===== src/rtl/pmu_overflow.sv =====
// Overflow detector for the PMU counter bank: spots MSB 1->0 transitions, keeps sticky
// per-counter flags, drives a registered level interrupt and a saturating overflow total.
module pmu_overflow #(
  parameter int unsigned N_COUNTERS = 9,
  parameter int unsigned REG_WIDTH  = 32,
  parameter int unsigned CNT_WIDTH  = 16,
  localparam int unsigned IdxW      = (N_COUNTERS > 1) ? $clog2(N_COUNTERS) : 1
) (
  input  logic                             clk_i,
  input  logic                             rstn_i,
  input  logic                             en_i,
  input  logic                             softrst_i,
  input  logic                             we_i,
  input  logic [N_COUNTERS*REG_WIDTH-1:0]  counters_i,
  input  logic [N_COUNTERS-1:0]            ie_i,
  input  logic [N_COUNTERS-1:0]            clr_i,
  output logic [N_COUNTERS-1:0]            flags_o,
  output logic                             intr_o,
  output logic [IdxW-1:0]                  first_idx_o,
  output logic [CNT_WIDTH-1:0]             ovf_cnt_o
);

  logic [N_COUNTERS-1:0] msb_now;
  logic [N_COUNTERS-1:0] msb_q, msb_d;
  logic [N_COUNTERS-1:0] flags_q, flags_d;
  logic [N_COUNTERS-1:0] wrap;
  logic [N_COUNTERS-1:0] flags_ie;
  logic                  intr_q, intr_d;
  logic                  detect;
  logic [CNT_WIDTH-1:0]  cnt_q, cnt_d;
  logic [CNT_WIDTH:0]    sum;

  // Only the MSB of each counter matters; fold the rest into a sink so lint stays quiet.
  logic unused_counter_bits;
  assign unused_counter_bits = ^counters_i;

  // Pick out the MSB of every counter.
  always_comb begin
    msb_now = '0;
    for (int unsigned i = 0; i < N_COUNTERS; i++) begin
      msb_now[i] = counters_i[i*REG_WIDTH + REG_WIDTH - 1];
    end
  end

  // A wrap is a 1->0 MSB transition seen while detection is live.
  assign detect = en_i & ~we_i & ~softrst_i;
  assign wrap   = {N_COUNTERS{detect}} & msb_q & ~msb_now;

  // Next-state: flags (set beats clear), interrupt, clamped total, MSB history.
  always_comb begin
    sum = {1'b0, cnt_q};
    for (int unsigned i = 0; i < N_COUNTERS; i++) begin
      sum = sum + {{CNT_WIDTH{1'b0}}, wrap[i]};
    end
    flags_d = '0;
    intr_d  = 1'b0;
    cnt_d   = '0;
    msb_d   = '0;
    if (!softrst_i) begin
      flags_d = wrap | (flags_q & ~clr_i);
      intr_d  = |(flags_d & ie_i);
      cnt_d   = sum[CNT_WIDTH] ? '1 : sum[CNT_WIDTH-1:0];
      msb_d   = msb_now;
    end
  end

  // Lowest-index enabled flag; scanning downward lets the lowest hit win.
  always_comb begin
    flags_ie    = flags_q & ie_i;
    first_idx_o = '0;
    for (int i = int'(N_COUNTERS) - 1; i >= 0; i--) begin
      if (flags_ie[i]) first_idx_o = IdxW'(i);
    end
  end

  // State registers with asynchronous active-low reset.
  always_ff @(posedge clk_i or negedge rstn_i) begin
    if (!rstn_i) begin
      msb_q   <= '0;
      flags_q <= '0;
      intr_q  <= 1'b0;
      cnt_q   <= '0;
    end else begin
      msb_q   <= msb_d;
      flags_q <= flags_d;
      intr_q  <= intr_d;
      cnt_q   <= cnt_d;
    end
  end

  assign flags_o   = flags_q;
  assign intr_o    = intr_q;
  assign ovf_cnt_o = cnt_q;

endmodule


===== config.mk =====
export PLATFORM = sky130hd
export DESIGN_NAME = pmu_overflow
export DESIGN_NICKNAME = d
export VERILOG_FILES = /design/src/rtl/pmu_overflow.sv
export SDC_FILE = /design/constraint.sdc
export NUM_CORES = 1
export LEC_CHECK = 0
export ABC_AREA = 1
export BUFFER_PORTS_ARGS = -buffer_cell sky130_fd_sc_hd__buf_2
export CORE_AREA = 3 3 133 135
export DETAILED_ROUTE_END_ITERATION = 7
export DIE_AREA = 0 0 136 138
export HOLD_SLACK_MARGIN = 0.03
export MAX_ROUTING_LAYER = met4
export SYNTH_ARGS = -nofsm -noshare
export SYNTH_HDL_FRONTEND = slang
export SYNTH_SLANG_ARGS = --single-unit
export TNS_END_PERCENT = 1

===== constraint.sdc =====
create_clock -name clk_i -period 4.29 [get_ports clk_i]
set_clock_uncertainty 0.05 [all_clocks]
set_input_delay 0.2145 -clock clk_i [delete_from_list [all_inputs] [get_ports clk_i]]
set_output_delay 0.2145 -clock clk_i [all_outputs]
set_load 0.005 [all_outputs]

# After elaboration in Yosys (flattened, before gate mapping)
# Index checks and enable logic that the tools add are counted.
# word_totals
mem_count	0
output_inout_bits	30
latch_bits	0
ramBits	0
ff_bits	35
inputBits	311
mem_bits_ro	0
# op_classes
shifts	0
reduce_logical	1
muxes	14
bitwise	12
magnitude_cmp	0
multipliers	0
div	0
n_eq_ne	0
addsub	9
# op_table
cell	count
adder 17 x 1 -> 17 bit	8
bitwise AND 9 bit	5
2-to-1 mux 4 bit	9
2-to-1 mux 16 bit	2
2-to-1 mux 9 bit	2
inverter 9 bit	2
adder 16 x 1 -> 17 bit	1
OR 9 bit	1
OR reduction 9 bit	1
bitwise AND 1 bit	2
inverter 1 bit	2
2-to-1 mux 1 bit	1

# Depth between registers and ports, before layout
# Gate-level depths: netlist of the first run.
# depth
ltp_word	16
mapped_depth	20
mapped_depth_nobuf	20

# Worst setup path after synthesis of the first run
# No wires, ideal clock.
# synth_path
kind	input to register
start	in softrst_i
end	reg cnt_q[14], in the netlist ovf_cnt_o[14]
cell_stages	19
arrival_time_ps	3458
slack_ps	668
path_buffers	1
path_cell_list	buf_4 -> nor2_8 -> nand4_1 -> fa_1 -> inv_1 -> fa_1 -> inv_1 -> fa_1 -> inv_1 -> ha_1 -> fa_1 -> inv_1 -> o21ai_2 -> nand2_1 -> inv_1 -> nand3_1 -> nand3_1 -> nand2_1 -> inv_1
# synth_between
elab_chain_len	15
# synth_lines
item	line	rtl
start: declaration	12	input logic softrst_i,
inverter 1 bit	46	assign detect = en_i & ~we_i & ~softrst_i;
bitwise AND 1 bit	46	
bitwise AND 9 bit (2 in series)	47	assign wrap = {N_COUNTERS{detect}} & msb_q & ~msb_now;
adder 16 x 1 -> 17 bit	53	sum = sum + {{CNT_WIDTH{1'b0}}, wrap[i]};
adder 17 x 1 -> 17 bit (8 in series)	53	
2-to-1 mux 16 bit	62	cnt_d = sum[CNT_WIDTH] ? '1 : sum[CNT_WIDTH-1:0];
2-to-1 mux 16 bit (*)	59	if (!softrst_i) begin
net cnt_d[14]	30	logic [CNT_WIDTH-1:0] cnt_q, cnt_d;
end signal: assignment	87	cnt_q <= cnt_d;
end: declaration	30	
# Mark *: on every way through the listed nets, which the timed path passes. The rest lies on a longest branch.

# Worst setup path in the final report of the first run
# layout_path
start	reg msb_q[0]
end	reg cnt_q[6], in the netlist ovf_cnt_o[6]
# layout_between
elab_chain_len	13
# layout_lines
item	line	rtl
start: declaration	24	logic [N_COUNTERS-1:0] msb_q, msb_d;
start signal: assignment	84	msb_q <= msb_d;
bitwise AND 9 bit (2 in series)	47	
adder 16 x 1 -> 17 bit	53	
adder 17 x 1 -> 17 bit (8 in series)	53	
2-to-1 mux 16 bit	62	
2-to-1 mux 16 bit	59	
net cnt_d[6]	30	
# The timed path passes the listed nets, and every way through them passes these cells.

==> summary.md, run 1 <==
• Crit Path Category: flip-flop to flip-flop
• final layout net count: 691
• cells traversed along the worst timing path: inv_1, nor2_1, nand3_1, fa_1, inv_1, fa_1, inv_1, fa_1, inv_1, ha_1, fa_1, inv_1, o21ai_2, nand4_2, a21oi_1
• post-place setup slack: 262.8 ps
• number of instances in the synthesized netlist: 303
• Critical Path Max Stage Delay: 510 ps
• min-delay worst type: input port to flip-flop
• Worst EP arrival: 3920 ps
• max-capacitance violation count: 0
• placed wire-length estimate after detailed placement: 5657 um
• first-iteration detailed-routing DRC count: 68
• first-pass GRT wire length: 10880 um
• Clock transition at path regs: 60 ps
• smallest setup slack after layout: 503.8 ps
• Top Ports: 341
• standard-cell row count: 47
• slew margin rel.: 44.93%
• Sequential Area: 875.8 sq um
• worst setup path endpoint: ovf_cnt_o[6]
• setup total negative slack: 0 ps
• sum of routed wire length over all layers: 6887 um
• area inside the core boundary: 16580 sq um
• average instance area after synthesis: 7.317 sq um
• worst hold margin: 99.08 ps
• average wire per cell in the routed design: 11.65 um
• Worst R2R End: ovf_cnt_o[6]
• Critical Path Start: msb_q[0]
• area taken by multi-input logic gates: 1067 sq um
• kind of launch point of the worst setup path: flip-flop
• DRC violations left: 0
• portion of the post-synthesis area used by sequential elements: 39.50%
• maximum achievable frequency: 0.2641 GHz
• required time worst endpoint: 4430 ps
• Inserted Clock Buffers: 5
• width of the chip: 136 um
• Pleak: 0.001673 uW
• peak ir drop on the vdd network: 214.2 uV
• kind of end point of the critical path: flip-flop
• Area Growth Syn to Fin: 32.22%
• Unique masters post-synth: 29
• number of synthesized register bits: 35
• fin. max-slew vios: 0
• GRT overflow: 0
• power density over the cells: 257.4 nW/um^2
• commonest cells after routing, fill and taps aside: sky130_fd_sc_hd__nand2_1 (83), sky130_fd_sc_hd__inv_1 (64), sky130_fd_sc_hd__buf_2 (61), sky130_fd_sc_hd__dfrtp_1 (35), sky130_fd_sc_hd__nor2_1 (28)
• register-to-register setup slack: 500 ps
• DIE HEIGHT: 138 um
• Final setup violation count: 0
• count of endpoints failing hold in the final timing report: 0
• number of port buffers: 61
• unrepaired setup endpoints after global routing: no
• number of enable-type register cells in the synthesized netlist: 0
• synth warn: 0
• commonest non-fill, non-tap cell in the layout: sky130_fd_sc_hd__nand2_1
• clock period minus final worst setup slack: 3786 ps
• critical path peak fanout: 14
• Post-Syn Area: 2217 sq um
• length of the first detailed-routing pass in iterations: 4
• overall via count from detail_route: 2062
• pin count of the biggest net entering global routing: 36
• Period Utilization, post-route: 88.26%
• most frequent cell on the critical path: sky130_fd_sc_hd__inv_1
• share of flip-flops with an asynchronous set or reset after synthesis: 100.0%
• Total Die Area: 18770 sq um
• placer's final routability congestion estimate: 0.7687
• clock root buffer: sky130_fd_sc_hd__clkbuf_16
• number of clock sinks seen by CTS: 35
• number of global-route vias before repair: 2028
• launching point of the worst reg2reg path: msb_q[0]
• most used flip-flop cell after synthesis: sky130_fd_sc_hd__dfrtp_1
• result of the run: completed
• residual antenna-violating net count after detailed routing: 0
• number of nets produced by synthesis: 626
• fraction of layout instances using a drive strength above 1: 20.87%
• Total Power: 754.7 uW
• Worst-Margin Slew: 826.1 ps
• antenna violations before repair: 2
• Initial Util: 13.37%
• number of cells on the worst reg-to-reg path: 15
• CTS tree: done
• CTS H-Tree Depth: 2
• average vias per placed instance: 3.489
• Fillers: 1916
• total global-route track usage: 7.523%
• clock latency on the worst-skew pair: 280 ps
• Critical-path top delay cell: sky130_fd_sc_hd__fa_1
• number of buffers on the longest clock path: 2
## cell families (layout without fill, tap and decap cells)
group / count (synthesis) / after routing / synth area share, %
simple gates: 152 / 152 / 30.31
buf+inv: 70 / 136 / 12.36
flops: 35 / 35 / 39.50
compound gates: 29 / 29 / 7.054
fa+ha+maj: 12 / 12 / 8.804
xor+xnor: 5 / 5 / 1.976
other cells: 0 / 2 / 0
## worst min path at each step
stage | start | to | slack [ps] | depth (start not counted)
2_1_floorplan | rstn_i | flags_o[0] | -130 | 0
3_3_place_gp | rstn_i | ovf_cnt_o[9] | 320 | 1
3_5_place_dp | rstn_i | ovf_cnt_o[13] | 310 | 1
4_1_cts | counters_i[31] | msb_q[0] | 90 | 3
5_1_grt | counters_i[191] | msb_q[5] | 100 | 3
6_report | counters_i[31] | msb_q[0] | 100 | 3
## routing by layer
metal,track usage (%),vias to the layer above,wire (um)
li1,-,1067,-
met2,12.23,41,3346
met5,-,-,0
met4,0.6366,0,27
met1,9.166,951,2968
met3,3.016,3,545
## what timing repair did
item,4_1_cts,5_1_grt
hold endpoints to repair,35,0
setup buffers,0,0
hold buffers,1,0
resized for setup,0,0
## power breakdown
group | switching, uW | internal, uW
Combinational | 41.7 | 23.9
Sequential | 2.65 | 337
Clock | 135 | 214
## area by class of cell
cell class	instances	area share [%]
Inverter	65	8.323
Tap cell	220	9.390
Sequential cell	35	29.88
Multi-Input combinational cell	198	36.41
Clock buffer	6	4.396
Timing Repair Buffer	63	11.01
Antenna cell	2	0.1707
Clock inverter	2	0.4268
## registers in the layout, summed over array words and instances, names as in the netlist
name / cells
flags_o: 9
ovf_cnt_o: 16
msb_q: 9
intr_o: 1
## through the flow
stage | util, % | instance area, sq um | std cells
after global placement | 16.73 | 2775 | 580
final | 17.68 | 2932 | 591
after floorplan | - | 2217 | 303
after CTS | 17.65 | 2927 | 589
after detailed placement | 16.73 | 2775 | 580
after global routing | 17.68 | 2932 | 591
## critical path: cells and delay by family, from the launching register on
kind / cells / cell delay, ps
simple gates: 3 / 630
buf+inv: 5 / 270
compound gates: 2 / 540
flops: 1 / 320
fa+ha+maj: 5 / 1890
## Yosys cell counts, types with 2 or more instances
cell type                  count  area share, %
sky130_fd_sc_hd__nand4_1       8            2.3
sky130_fd_sc_hd__nand3_1      19            4.3
sky130_fd_sc_hd__a21boi_0      2           0.68
sky130_fd_sc_hd__nand2_1      83             14
sky130_fd_sc_hd__xor2_1        2           0.79
sky130_fd_sc_hd__nor2_1       28            4.7
sky130_fd_sc_hd__buf_1         2           0.34
sky130_fd_sc_hd__ha_1          6            3.4
sky130_fd_sc_hd__inv_1        64             11
sky130_fd_sc_hd__a21oi_1      20            4.5
sky130_fd_sc_hd__nor3_2        2           0.90
sky130_fd_sc_hd__dfrtp_1      35             40
sky130_fd_sc_hd__nor3_1        5            1.1
sky130_fd_sc_hd__a31oi_1       2           0.56
sky130_fd_sc_hd__xnor2_1       3            1.2
sky130_fd_sc_hd__fa_1          6            5.4
sky130_fd_sc_hd__o21ai_0       4           0.90
Power figures use the tool's default switching activity.
==> inputs of run 2 (changes only) <==
Settings changed: CORE_AREA 3 3 133 135 to 3 3 130 132, DIE_AREA 0 0 136 138 to 0 0 133 135.
Clock period 4.29 ns to 4.8 ns, I/O delays scaled along.
==> run 2 against run 1 <==
- non-clock buffer count decreased by 1
- die area decreased by 4.3%
- clock power increased by 22%
- combinational power decreased by 8.1%
- setup slack improved by 420 ps
- register-to-register slack improved by 420 ps
- sequential cell count unchanged
- sequential power decreased by 11%
- sequential share of layout area decreased by 0.37 points
- total power increased by 4.6%
- cell area increased by 1.2%
- hold slack got worse by 86 ps
- critical path type unchanged
- largest cell class unchanged
- largest power group unchanged
==> summary.md, run 2 (same netlist as run 1, synthesis figures left out) <==
• result of the run: completed
• slew margin rel.: 44.15%, -0.78 points
• Critical Path Max Stage Delay: 530 ps, +20 ps
• WP depth: 15, unchanged
• maximum achievable frequency: 0.2578 GHz, -2.4%
• Initial Util: 14.01%, +0.64 points
• number of clock sinks seen by CTS: 35, unchanged
• most frequent cell on the critical path: sky130_fd_sc_hd__inv_1
• area inside the core boundary: 15830 sq um, -4.6%
• placed wire-length estimate after detailed placement: 6212 um, +9.8%
• critical path peak fanout: 14, unchanged
• smallest setup slack after layout: 921.3 ps, +417.4 ps
• pin count of the biggest net entering global routing: 36, unchanged
• DIE HEIGHT: 135 um, -2.2%
• Inserted Clock Buffers: 5, unchanged
• post-place setup slack: 666.8 ps, +404.0 ps
• number of cells on the worst reg-to-reg path: 15, unchanged
• Clock transition at path regs: 60 ps, about the same
• Period Utilization, post-route: 80.81%, -7.4 points
• min-delay worst type: input port to async pin
• DRC violations left: 0, unchanged
• kind of launch point of the worst setup path: flip-flop
• Pleak: 0.001692 uW, +1.1%
• number of global-route vias before repair: 2132, +5.1%
• clock period minus final worst setup slack: 3879 ps, +92.56 ps
• first-pass GRT wire length: 11710 um, +7.6%
• clock latency on the worst-skew pair: 280 ps, about the same
• average vias per placed instance: 3.498, +0.27%
• final layout net count: 690, -0.14%
• Resize count post-CTS: 0, unchanged
• number of buffers on the longest clock path: 2, unchanged
• overall via count from detail_route: 2050, -0.58%
• Worst-Margin Slew: 837.8 ps, +11.65 ps
• Final setup violation count: 0, unchanged
• sum of routed wire length over all layers: 7491 um, +8.8%
• peak ir drop on the vdd network: 208.0 uV, -2.9%
• worst hold margin: 12.90 ps, -86.18 ps
• fraction of layout instances using a drive strength above 1: 21.20%, +0.33 points
• unrepaired setup endpoints after global routing: no
• core utilization of the finished layout: 18.75%, +1.1 points
• required time worst endpoint: 4930 ps, +500 ps
• Worst EP arrival: 4010 ps, +90 ps
• CTS H-Tree Depth: 2, unchanged
• fin. max-slew vios: 0, unchanged
• CTS Hold Bufs: 0, -1
• Area Growth Syn to Fin: 33.86%
• Critical Path Start: msb_q[0]
• commonest cells after routing, fill and taps aside: sky130_fd_sc_hd__nand2_1 (83), sky130_fd_sc_hd__inv_1 (64), sky130_fd_sc_hd__buf_2 (61), sky130_fd_sc_hd__dfrtp_1 (35), sky130_fd_sc_hd__nor2_1 (28)
• power density over the cells: 266.1 nW/um^2, +3.4%
• CTS tree: done
• count of buffers added by post-CTS timing repair for setup: 0, unchanged
• antenna violations before repair: 2, unchanged
• total global-route track usage: 8.832%, +1.3 points
• residual antenna-violating net count after detailed routing: 0, unchanged
• commonest non-fill, non-tap cell in the layout: sky130_fd_sc_hd__nand2_1
• launching point of the worst reg2reg path: msb_q[0]
• average wire per cell in the routed design: 12.78 um, +9.7%
• clock root buffer: sky130_fd_sc_hd__clkbuf_16
• Worst path top cell family by delay: adder cells
• cells traversed along the worst timing path: inv_1, nor2_1, nand3_1, fa_1, inv_1, fa_1, inv_1, fa_1, inv_1, ha_1, fa_1, inv_1, o21ai_2, nand4_2, a31oi_1
• Total Die Area: 17960 sq um, -4.3%
• WP buf/inv: 5, unchanged
• flip-flop count of the largest register after layout: 16, unchanged
• width of the chip: 133 um, -2.2%
• count of endpoints failing hold in the final timing report: 0, unchanged
• Critical-path top delay cell: sky130_fd_sc_hd__fa_1
• first-iteration detailed-routing DRC count: 97, +43%
• Top Ports: 341, unchanged
• GRT overflow: 0, unchanged
• Crit Path Category: flip-flop to flip-flop
• placer's final routability congestion estimate: 0.7702, +0.20%
• standard-cell row count: 46, -2.1%
• kind of end point of the critical path: flip-flop
• number of port buffers: 61, unchanged
• length of the first detailed-routing pass in iterations: 4, unchanged
• max-capacitance violation count: 0, unchanged
• setup total negative slack: 0 ps, unchanged
## run 2: power breakdown
part	internal (uW)	switching [uW]
sequential	301	2.32
combinational	20.9	39.5
clock	298	128
## run 2: metrics by stage
stage | power, uW | cell area [sq um] | instances
after global placement | 369.6 | 2770 | 576
final | 789.7 | 2968 | 586
after CTS | 804.2 | 2963 | 584
after detailed placement | 370.2 | 2770 | 576
after global routing | 825.8 | 2968 | 586
after floorplan | 334.6 | 2217 | 303
## run 2: layout make-up
cell class,count,area (sq um)
clock inverter,3,67.56
antenna,2,5.005
fill,1799,12860
inverter,65,244.0
multi-input combinational,198,1067
clock buffer,5,125.1
timing repair buffer,62,312.8
tap,216,270.3
sequential,35,875.8
## run 2: final timing paths
path / end / slack [ps]
setup / recovery: ovf_cnt_o[8] / 920
hold / removal: intr_o / 10
setup reg to reg: ovf_cnt_o[8] / 920
hold reg to reg: flags_o[4] / 520
max in group asynchronous: flags_o[0] / 4150
min in group clk_i: msb_q[1] / 120
## run 2: metal layers
layer  up-vias  GRT usage (%)  share of wire [%]
li1       1070              -                  -
met1       920          11.56                 48
met2        54          12.50                 41
met3         6          3.949                9.6
met4         0          2.021                1.0
met5         -              -                  0
==> inputs of run 3 (changes only) <==
Clock period 4.8 ns to 3.45 ns, I/O delays scaled along.
==> run 3 against run 2 <==
- cell area rose by 5.7%
- fmax is 14% higher
- sequential power grew 40%
==> summary.md, run 3 (same netlist as run 1, synthesis figures left out) <==
• result of the run: completed
• DRC violations left: 0, unchanged
• number of cells on the worst reg-to-reg path: 14, -1
• pin count of the biggest net entering global routing: 36, unchanged
• unrepaired setup endpoints after global routing: yes
• number of clock sinks seen by CTS: 35, unchanged
• worst hold start: counters_i[191]
• diode count: 0, -2
• cells traversed along the worst timing path: nand4_1, fa_1, inv_1, fa_1, inv_1, fa_1, inv_2, ha_4, fa_2, inv_2, o21ai_4, nand4_4, buf_12, a21oi_1
• residual antenna-violating net count after detailed routing: 0, unchanged
• first-iteration detailed-routing DRC count: 165, +70%
• kind of end point of the critical path: flip-flop
• slew margin rel.: 46.98%, +2.8 points
• Sequential Area: 875.8 sq um, unchanged
• Critical Path Max Stage Delay: 560 ps, +30 ps
• CTS H-Tree Depth: 2, unchanged
• post-detailed-placement cell area: 2922 sq um, +5.5%
• sum of routed wire length over all layers: 7238 um, -3.4%
• fin. max-slew vios: 0, unchanged
• setup total negative slack: 0 ps, unchanged
• Worst path top cell family by delay: adder cells
• number of global-route vias before repair: 2112, -0.94%
• Period Utilization, post-route: 98.70%, +18 points
• clock root buffer: sky130_fd_sc_hd__clkbuf_16
• number of buffers on the longest clock path: 2, unchanged
• min-delay worst type: input port to flip-flop
• total global-route track usage: 8.426%, -0.41 points
• critical path peak fanout: 5, -9
• maximum achievable frequency: 0.2937 GHz, +14%
• flip-flop count of the largest register after layout: 16, unchanged
• WP buf/inv: 5, unchanged
• DIE HEIGHT: 135 um, unchanged
• met3 track utilization from global routing: 1.155%, -2.8 points
• worst hold path endpoint: msb_q[5]
• Total Power: 1003 uW, +27%
• required time worst endpoint: 3610 ps, -1320 ps
• Top Ports: 341, unchanged
• worst hold margin: 49.04 ps, +36.14 ps
• Area Growth Syn to Fin: 41.48%
• Fillers: 1805, +0.33%
• Critical-path top delay cell: sky130_fd_sc_hd__fa_1
• GR peak layer: met1
• average vias per placed instance: 3.576, +2.2%
• Final setup violation count: 0, unchanged
• length of the first detailed-routing pass in iterations: 4, unchanged
• peak ir drop on the vdd network: 172.4 uV, -17%
• max-capacitance violation count: 0, unchanged
• summed area of non-filler cells in the final layout: 3137 sq um, +5.7%
• met2 GRT Util: 11.48%, -1.0 points
• placed wire-length estimate after detailed placement: 5866 um, -5.6%
• width of the chip: 133 um, unchanged
• CTS tree: done
• Worst-Margin Slew: 795.2 ps, -42.52 ps
• Initial Util: 14.01%, unchanged
• kind of launch point of the worst setup path: flip-flop
• clock latency on the worst-skew pair: 280 ps, about the same
• final layout net count: 707, +2.5%
• antenna violations before repair: 0, -2
• met1 usage in global routing: 13.08%, +1.5 points
• standard-cell row count: 46, unchanged
• launching point of the worst reg2reg path: msb_q[4]
• power density over the cells: 319.8 nW/um^2, +20%
• Total Die Area: 17960 sq um, unchanged
• Inserted Clock Buffers: 5, unchanged
• register-to-register setup slack: 40 ps, -880 ps
• count of endpoints failing hold in the final timing report: 0, unchanged
• average wire per cell in the routed design: 12.04 um, -5.8%
• Worst R2R End: ovf_cnt_o[6]
• Worst Hold Path Cells: 3
• Crit Path Category: flip-flop to flip-flop
• overall via count from detail_route: 2149, +4.8%
• placer's final routability congestion estimate: 0.7809, +1.4%
• GRT overflow: 0, unchanged
• number of port buffers: 61, unchanged
• area taken by multi-input logic gates: 1142 sq um, +7.0%
• Worst EP arrival: 3560 ps, -450 ps
• most frequent cell on the critical path: sky130_fd_sc_hd__fa_1
• commonest cells after routing, fill and taps aside: sky130_fd_sc_hd__nand2_1 (82), sky130_fd_sc_hd__inv_1 (61), sky130_fd_sc_hd__buf_2 (61), sky130_fd_sc_hd__dfrtp_1 (35), sky130_fd_sc_hd__nor2_1 (25)
• area inside the core boundary: 15830 sq um, unchanged
• Pleak: 0.001788 uW, +5.7%
• Clock transition at path regs: 60 ps, about the same
• fraction of layout instances using a drive strength above 1: 27.27%, +6.1 points
• commonest non-fill, non-tap cell in the layout: sky130_fd_sc_hd__nand2_1
• first-pass GRT wire length: 11520 um, -1.6%
• clock period minus final worst setup slack: 3405 ps, -473.7 ps
==> run 3: changes by cell type in the layout (fill, tap and decap cells not counted), moves of 3 or more <==
cell	delta
sky130_fd_sc_hd__buf_4	+14
sky130_fd_sc_hd__inv_1	-3
sky130_fd_sc_hd__inv_2	+3
sky130_fd_sc_hd__nor2_1	-3
sky130_fd_sc_hd__nor2_2	+3
==> run 3: per-stage QoR <==
stage          setup WS, ps  cells  util, %
6_report              44.98    601    19.82
5_1_grt              -202.8    601    19.82
4_1_cts              -12.72    600    19.62
3_5_place_dp         -162.8    590    18.46
3_3_place_gp         -130.9    590    18.46
2_1_floorplan        -4.330    303        -
==> run 3: report_power, final <==
group,leakage (uW),switching (uW),internal (uW)
registers,0.000478,4.18,419
logic,0.00123,56.6,35.1
clock network,0.0000772,180,308
==> run 3: worst max path at each step <==
stage,endpoint,cells past startpoint,from,slack (ps)
floorplan,ovf_cnt_o[9],18,softrst_i,-4
global placement,ovf_cnt_o[6],16,we_i,-130
detailed placement,ovf_cnt_o[11],17,we_i,-160
CTS,ovf_cnt_o[14],19,msb_q[8],-10
global route,ovf_cnt_o[14],17,msb_q[2],-200
finish,ovf_cnt_o[6],14,msb_q[4],40
==> run 3: final cells by class <==
class                           instances  share of cell area [%]
Multi-Input combinational cell        199                   36.42
Sequential cell                        35                   27.92
Timing Repair Buffer                   78                   14.28
Tap cell                              216                   8.616
Inverter                               65                   7.778
Clock buffer                            8                   4.986
==> run 3: what timing repair did <==
action,CTS,global route
resized for setup,1,9
cloned,1,0
buffers inserted,0,1
hold buffers,1,0
setup endpoints to repair,4,16
hold endpoints to repair,35,0
pin swaps,0,5
==> run 3: worst register-to-register path, delay by kind of cell (launching register included) <==
kind | cells | cell delay [ps]
adders and majority gates | 5 | 1800
DFF | 1 | 330
AOI/OAI and AO/OA | 2 | 380
buffers and inverters | 5 | 420
and+or+nand+nor | 2 | 350
==> run 3: layer usage <==
metal | vias up | share of wire, %
met5 | - | 0
met4 | 0 | 0.87
met3 | 7 | 4.4
met2 | 67 | 40
met1 | 972 | 54
li1 | 1103 | -
